`config.mk`:
```
export PLATFORM = sky130hd
export DESIGN_NAME = param_reg_file
export DESIGN_NICKNAME = d
export VERILOG_FILES = /design/src/rtl/regfile_pkg.sv /design/src/rtl/rf_sweep_ctrl.sv /design/src/rtl/param_reg_file.sv
export SDC_FILE = /design/constraint.sdc
export NUM_CORES = 1
export LEC_CHECK = 0
export ABC_AREA = 0
export CELL_PAD_IN_SITES_DETAIL_PLACEMENT = 2
export CELL_PAD_IN_SITES_GLOBAL_PLACEMENT = 2
export CORE_ASPECT_RATIO = 1.5
export CORE_MARGIN = 2
export CORE_UTILIZATION = 45
export DETAILED_ROUTE_END_ITERATION = 6
export GPL_TIMING_DRIVEN = 1
export PLACE_DENSITY = 0.77
export SETUP_SLACK_MARGIN = 0.1
export SYNTH_ARGS = -nofsm -noshare
export SYNTH_HDL_FRONTEND = slang
export SYNTH_SLANG_ARGS = --single-unit
```
`constraint.sdc`:
```
create_clock -name clk -period 8.9 [get_ports clk]
set_input_delay 0.89 -clock clk [delete_from_list [all_inputs] [get_ports clk]]
set_output_delay 0.89 -clock clk [all_outputs]
set_load 0.05 [all_outputs]
```
`src/rtl/regfile_pkg.sv`:
```
// Shared register-file definitions: sweep FSM encoding, depth helper and
// default widths used by the datapaths.
package regfile_pkg;

    localparam int unsigned RF_DATA_W = 32;
    localparam int unsigned RF_ADDR_W = 5;
    localparam int unsigned RF_NUM_RD = 2;

    typedef enum logic {
        RF_IDLE  = 1'b0,
        RF_SWEEP = 1'b1
    } rf_state_e;

    function automatic int unsigned rf_depth(input int unsigned addr_w);
        return 32'd1 << addr_w;
    endfunction

endpackage

```
`src/rtl/rf_sweep_ctrl.sv`:
```
// Zeroing-sweep controller: owns the IDLE/SWEEP FSM, the sweep pointer and
// the write-ready gating, including clear-request restart.
module rf_sweep_ctrl
    import regfile_pkg::*;
#(
    parameter int unsigned ADDR_W = RF_ADDR_W
) (
    input  logic              clk,
    input  logic              rst,
    input  logic              clear_req,
    output logic              busy,
    output logic              wr_ready,
    output logic [ADDR_W-1:0] sweep_ptr
);

    localparam int unsigned       DEPTH = rf_depth(ADDR_W);
    localparam logic [ADDR_W-1:0] LAST  = ADDR_W'(DEPTH - 1);

    rf_state_e         state_q, state_d;
    logic [ADDR_W-1:0] ptr_q, ptr_d;

    always_ff @(posedge clk or negedge rst) begin
        if (!rst) begin
            state_q <= RF_SWEEP;
            ptr_q   <= '0;
        end else begin
            state_q <= state_d;
            ptr_q   <= ptr_d;
        end
    end

    // A clear request (re)starts the sweep from entry 0 in either state.
    always_comb begin
        state_d = state_q;
        ptr_d   = ptr_q;
        if (clear_req) begin
            state_d = RF_SWEEP;
            ptr_d   = '0;
        end else begin
            unique case (state_q)
                RF_SWEEP: begin
                    if (ptr_q == LAST) begin
                        state_d = RF_IDLE;
                        ptr_d   = '0;
                    end else begin
                        ptr_d = ptr_q + ADDR_W'(1);
                    end
                end
                default: ;
            endcase
        end
    end

    assign busy      = (state_q == RF_SWEEP);
    assign wr_ready  = (state_q == RF_IDLE) && !clear_req;
    assign sweep_ptr = ptr_q;

endmodule

```
`src/rtl/param_reg_file.sv`:
```
// Parametrised register file with sweep-based clearing and optional zero entry.
// Define REGFILE_BYPASS_EN for same-cycle write-to-read forwarding.
module param_reg_file
    import regfile_pkg::*;
#(
    parameter int unsigned DATA_W   = RF_DATA_W,
    parameter int unsigned ADDR_W   = RF_ADDR_W,
    parameter int unsigned NUM_RD   = RF_NUM_RD,
    parameter int unsigned ZERO_REG = 1
) (
    input  logic                     clk,
    input  logic                     rst,
    input  logic                     clear_req,
    input  logic                     wr_en,
    input  logic [ADDR_W-1:0]        wr_addr,
    input  logic [DATA_W-1:0]        wr_data,
    output logic                     wr_ready,
    input  logic [NUM_RD*ADDR_W-1:0] rd_addr,
    output logic [NUM_RD*DATA_W-1:0] rd_data,
    output logic                     busy
);

    localparam int unsigned DEPTH = rf_depth(ADDR_W);

    logic [DATA_W-1:0] mem_q [DEPTH];
    logic [ADDR_W-1:0] sweep_ptr;
    logic              wr_fire;
    logic              wr_blocked;

    rf_sweep_ctrl #(
        .ADDR_W (ADDR_W)
    ) u_sweep (
        .clk       (clk),
        .rst       (rst),
        .clear_req (clear_req),
        .busy      (busy),
        .wr_ready  (wr_ready),
        .sweep_ptr (sweep_ptr)
    );

    assign wr_fire    = wr_en && wr_ready;
    assign wr_blocked = (ZERO_REG != 0) && (wr_addr == '0);

    // Storage is deliberately unreset; the sweep provides the zero state.
    always_ff @(posedge clk) begin
        if (busy) begin
            mem_q[sweep_ptr] <= '0;
        end else if (wr_fire && !wr_blocked) begin
            mem_q[wr_addr] <= wr_data;
        end
    end

    for (genvar k = 0; k < NUM_RD; k++) begin : g_rd
        logic [ADDR_W-1:0] ra;
        logic [DATA_W-1:0] rv;

        assign ra = rd_addr[k*ADDR_W +: ADDR_W];

        // Masking (reset, unswept entries, zero entry) overrides forwarding.
        always_comb begin
            rv = mem_q[ra];
`ifdef REGFILE_BYPASS_EN
            if (wr_fire && (wr_addr == ra)) begin
                rv = wr_data;
            end
`endif
            if (!rst || busy || ((ZERO_REG != 0) && (ra == '0))) begin
                rv = '0;
            end
        end

        assign rd_data[k*DATA_W +: DATA_W] = rv;
    end

endmodule

```
==> qor.yml, run 1 <==
run_status:
  status: "finished clean"
global_route:
  grt_start_max_net_pins: 149
  grt_pass1_vias: 35956
  antenna_found_initial: 13
  grt_overflow: 0
  grt_pass1_wl_um: 272000
  grt_usage_pct: 34.8
place:
  dpl_cell_area_sq_um: 51600
  portBuffers: 116
  gp_congestion: 0.823
  hpwl_um: 107000
yosys:
  yosys-top-cells-area: "edfxtp_1 63%, mux2i_1 16%, a22oi_1 6.0%"
  yosysWarningCount: 0
  ys_seq_elements: 1030
  synth_nets: 3143
  yosysTopAreaCellShare_pct: 63.1
  netlist_instances: 3090
  yosys.area.top_type: "edfxtp_1"
  synthDistinctLibCells: 46
  synthArstFlopShare_pct: 0.583
  avgSynthCellArea_sq_um: 15.8
  synth_edf_count: 1024
  yosysSeqAreaShare_pct: 63.4
  ys.flop_type: "edfxtp_1"
  netlist_area_sq_um: 48700
layout:
  final_area_sq_um: 54900
  layout_commonest_cell: "edfxtp_1"
  area.growth.synth_to_final_pct: 12.6
  final_layout_size_suffix_gt1_share_pct: 15.1
  nets: 3203
  final_cell_mix: "1024 x edfxtp_1, 772 x mux2i_1, 387 x a22oi_1"
critical_path:
  worstPathArrival_ns: 4.94
  path_max_fanout: 93
  critical_path_class: "in2out"
  worstPathRequired_ns: 8.01
  r2r_slack_ns: 5.02
  crit_path_end_kind: "primary output"
  worst_setup_path_start_kind: "input pin"
timing:
  hold_viol: 0
  post-route-period-util_pct: 65.5
  clock_skew_ns: 0.0283
  setup_viol: 0
  rsz0062_at_grt: "no"
  min_period_ns: 5.83
  tightestPinTransition_ns: 1.37
  relSlewSlack_pct: 8.93
  finalMaxSlewViolations: 0
  holdWs_ns: 0.522
  tns_ns: 0
  fmax_ghz: 0.171
routing:
  drtAntennaViolNets: 0
  firstDrtPassIters: 6
  drc: 0
  wirelength_um: 194000
  wl_per_cell_um: 41.7
  vias_per_cell: 7.06
  drtIter0Drc: 3840
  vias: 32853
power_and_ir_drop:
  ir_drop_v: 0.000143
  power_uw: 10500
  p_leak_uw: 0.0179
  p_per_area_nw_per_um2: 191
clock_tree:
  cts_hold_buf: 0
  clock-sinks: 1030
  ctsHtreeMaxLevel: 3
  cts_inserted_buffers: 100
  post-cts-setup-buffers: 0
  cts-root-buf: "clkbuf_16"
  insertion_delay_ns: 0.71
  cts_max_path_buffers: 3
  cts_tree: "done"
  ctsResizeCount: 0
  clkTransAtPathRegs_ns: 0.06
flow_run:
  maxCapViolations: 0
die:
  die_area_sq_um: 111000
  core_sq_um: 107000
  ios: 117
  start_util_pct: 45.4
  num_rows: 147
  fp.dieH_um: 407
  fp.dieW_um: 273
hold_path:
  min_path_type: "in2async"
## where the power goes
group          internal, uW  switching (uW)
combinational           272             452
sequential             5310            32.0
clock                  2460            1940
## state kept, by name (all words and copies together), names as in the netlist
name               cells
mem_q               1024
u_sweep.sweep_ptr      5
u_sweep.busy           1
## area by class of cell
type	count	area [sq um]
Timing Repair Buffer	200	1860
Antenna cell	13	32.5
Tap cell	1415	1770
Clock inverter	56	586
Fill cell	9506	52400
Sequential cell	1030	30900
Multi-Input combinational cell	1812	17000
Clock buffer	122	2650
Inverter	6	22.5
## final timing paths
kind                                            from              endpoint  cells after the start
min in group clk                u_sweep.sweep_ptr[0]  u_sweep.sweep_ptr[0]                      2
worst max-delay path                      rd_addr[7]           rd_data[43]                      8
max in group asynchronous                        rst          u_sweep.busy                      1
worst max register to register          u_sweep.busy         mem_q[24][25]                      5
worst min-delay path                             rst  u_sweep.sweep_ptr[4]                      1
worst min register to register  u_sweep.sweep_ptr[0]  u_sweep.sweep_ptr[0]                      2
## metal layers
metal  GRT usage (%)  wire length, um
met5               0                9
met4            21.3            12500
met3            5.48            14600
met2            60.1            98500
met1            40.8            68600
## synth_stat cells (2+ instances only)
| cell | n |
|---|---|
| nand2b_1 | 2 |
| o32a_1 | 2 |
| nor4_2 | 2 |
| nor2_1 | 23 |
| clkbuf_1 | 118 |
| nor3b_1 | 5 |
| mux2i_1 | 772 |
| a21oi_1 | 3 |
| inv_1 | 6 |
| nor2b_1 | 10 |
| a32oi_1 | 2 |
| buf_2 | 105 |
| o21ai_1 | 2 |
| and2_1 | 36 |
| ha_1 | 2 |
| buf_1 | 7 |
| dfrtp_1 | 5 |
| nand2_1 | 67 |
| mux4_2 | 128 |
| buf_4 | 9 |
| nand3_1 | 193 |
| nor4_1 | 6 |
| a22oi_1 | 387 |
| mux2_2 | 64 |
| buf_6 | 3 |
| and3_1 | 3 |
| nand4_1 | 65 |
| nor3_1 | 22 |
| edfxtp_1 | 1024 |
## kinds of logic (layout without fill, tap and decap cells)
family / Yosys count / after routing / synth area share, %
AO/OA/AOI/OAI: 407 / 407 / 6.30
adder cells (fa/ha/maj): 2 / 2 / 0.0513
buffers and inverters: 248 / 384 / 2.30
flip-flops: 1030 / 1030 / 63.4
multiplexers: 964 / 964 / 23.3
other: 0 / 13 / 0
AND/OR/NAND/NOR: 439 / 439 / 4.68
## critical path, stage by stage
cell and delay [ns]:
buf_8 0.64, buf_4 0.70, buf_4 0.85, mux2i_1 0.24
a22oi_1 0.28, nand3_1 0.15, nand4_1 0.29, clkdlybuf4s50_1 0.86
## through the flow
step           instances  setup slack (ns)  util (%)
2_1_floorplan       3090              3.06         -
3_3_place_gp        4463              3.16      48.1
3_5_place_dp        4463              3.09      48.1
4_1_cts             4641              3.03      51.1
5_1_grt             4651              2.92      51.2
6_report            4654              3.07      51.2
No activity file was read; power rests on OpenSTA's default activity.
==> run 2: changes to the inputs <==
Clock period 8.9 ns to 5.75 ns, I/O delays scaled along.
==> qor.yml, run 2 (synthesis results as in run 1) <==
routing:
  vias_per_cell: 7.02
  firstDrtPassIters: 6
  wirelength_um: 195000
  vias: 32815
  drtIter0Drc: 3549
  wl_per_cell_um: 41.6
  drtAntennaViolNets: 0
  drc: 0
timing:
  setup_viol: 0
  rsz0062_at_grt: "no"
  finalMaxSlewViolations: 0
  min_period_ns: 4.79
  post-route-period-util_pct: 83.3
  clock_skew_ns: 0.0128
  tns_ns: 0
  relSlewSlack_pct: 10.1
  holdWs_ns: 0.225
  hold_viol: 0
  fmax_ghz: 0.209
  tightestPinTransition_ns: 1.34
critical_path:
  critPathTopFamily: "buffers and inverters"
  crit_path_end_kind: "primary output"
  worst-path-buf-inv: 3
  max_stage_delay_ns: 0.87
  worstPathCellList: "clkdlybuf4s50_1, nor2b_1, and3_2, buf_4, nand3_1, nand4_1, clkdlybuf4s50_1"
  critical_path_class: "in2out"
  r2r_slack_ns: 2.18
  path_max_fanout: 18
  worstPathRequired_ns: 5.18
  worstPathArrival_ns: 4.22
  critPathSlowestCell: "clkdlybuf4s50_1"
  reg2reg_depth: 5
  reg2reg_to: "mem_q[2][2]"
  worst_setup_path_start_kind: "input pin"
  r2r-start: "u_sweep.busy"
  crit_top_cell: "clkdlybuf4s50_1"
power_and_ir_drop:
  p_per_area_nw_per_um2: 294
  power_frac_comb_pct: 7.3
  p_leak_uw: 0.0181
  ir_drop_v: 0.000293
  p_sw_share_pct: 23.3
  p_switching_uw: 3780
  clkPwrFrac_pct: 41.7
  seqPwrFrac_pct: 51.0
  p_int_uw: 12500
global_route:
  grt_pass1_wl_um: 272000
  grt_start_max_net_pins: 94
  grt_usage_pct: 34.9
  antenna_found_initial: 6
  grt_overflow: 0
  grt_pass1_vias: 36210
place:
  hpwl_um: 112000
  portBuffers: 116
  gp_congestion: 0.824
  numPlacedInstances: 4485
layout:
  largest-register: "mem_q"
  fillers: 9529
  final_layout_size_suffix_gt1_share_pct: 15.5
  nets: 3225
  utilization_pct: 51.5
  final_cell_mix: "1024 x edfxtp_1, 772 x mux2i_1, 387 x a22oi_1"
  largest_reg_flops: 1024
  area.growth.synth_to_final_pct: 13.3
  instances_no_fill: 4677
  layout_commonest_cell: "edfxtp_1"
clock_tree:
  cts_hold_buf: 0
  cts-root-buf: "clkbuf_16"
  cts_tree: "done"
  clkTransAtPathRegs_ns: 0.06
  cts_inserted_buffers: 100
  ctsHtreeMaxLevel: 3
  ctsResizeCount: 0
  clock-sinks: 1030
  cts_max_path_buffers: 3
  insertion_delay_ns: 0.71
  post-cts-setup-buffers: 0
die:
  die_area_sq_um: 111000
  ios: 117
  fp.dieW_um: 273
  start_util_pct: 45.4
  fp.dieH_um: 407
  num_rows: 147
  core_sq_um: 107000
hold_path:
  min_path_type: "in2async"
run_status:
  status: "finished clean"
flow_run:
  maxCapViolations: 0
-- run 2: how the worst max path moves through the flow --
stage / depth (start not counted) / start / endpoint
floorplan: 4 / clear_req / mem_q[11][0]
global placement: 7 / rst / rd_data[13]
detailed placement: 7 / rst / rd_data[14]
CTS: 7 / rst / rd_data[14]
global route: 7 / rst / rd_data[14]
finish: 7 / rst / rd_data[14]
-- run 2: per-stage QoR --
step,setup slack [ns],total power [uW],area [sq um]
after floorplan,0.220,9100,48700
after global placement,1.21,9530,52000
after detailed placement,1.01,9590,52000
after CTS,1.01,16200,55200
after global routing,0.957,16500,55200
final,0.959,16200,55200
-- run 2: final cells by class --
cell class                 instances  area [sq um]  area share [%]
sequential                      1030         30900            56.0
multi-input combinational       1812         17000            30.9
clock buffer                     130          2670            4.83
timing repair buffer             222          2240            4.06
tap                             1415          1770            3.21
clock inverter                    50           542           0.981
antenna                           12          30.0          0.0544
inverter                           6          22.5          0.0408
-- run 2: power by group through the flow --
| stage | combinational [uW] | sequential (uW) | clock (uW) |
|---|---|---|---|
| final | 1190 | 8270 | 6770 |
| after global routing | 1210 | 8270 | 7040 |
| after CTS | 1170 | 8270 | 6790 |
| after detailed placement | 1160 | 8430 | 0 |
| after global placement | 1120 | 8410 | 0 |
| after floorplan | 693 | 8410 | 0 |
-- run 2: worst reg2reg max path: cells and delay by family (launching register included) --
family / cells / cell delay [ns]
DFF: 1 / 0.47
AOI/OAI and AO/OA: 1 / 0.42
buffers and inverters: 1 / 0.44
and+or+nand+nor: 3 / 1.91
-- run 2: layer usage --
layer / global-route usage [%] / routed length (um) / part of all wire (%) / up-vias
li1: - / - / - / 12819
met1: 40.2 / 68000 / 35 / 17493
met2: 59.5 / 96900 / 50 / 1862
met3: 5.40 / 14500 / 7.4 / 641
met4: 24.6 / 15100 / 7.7 / 0
met5: 0 / 0 / 0 / -
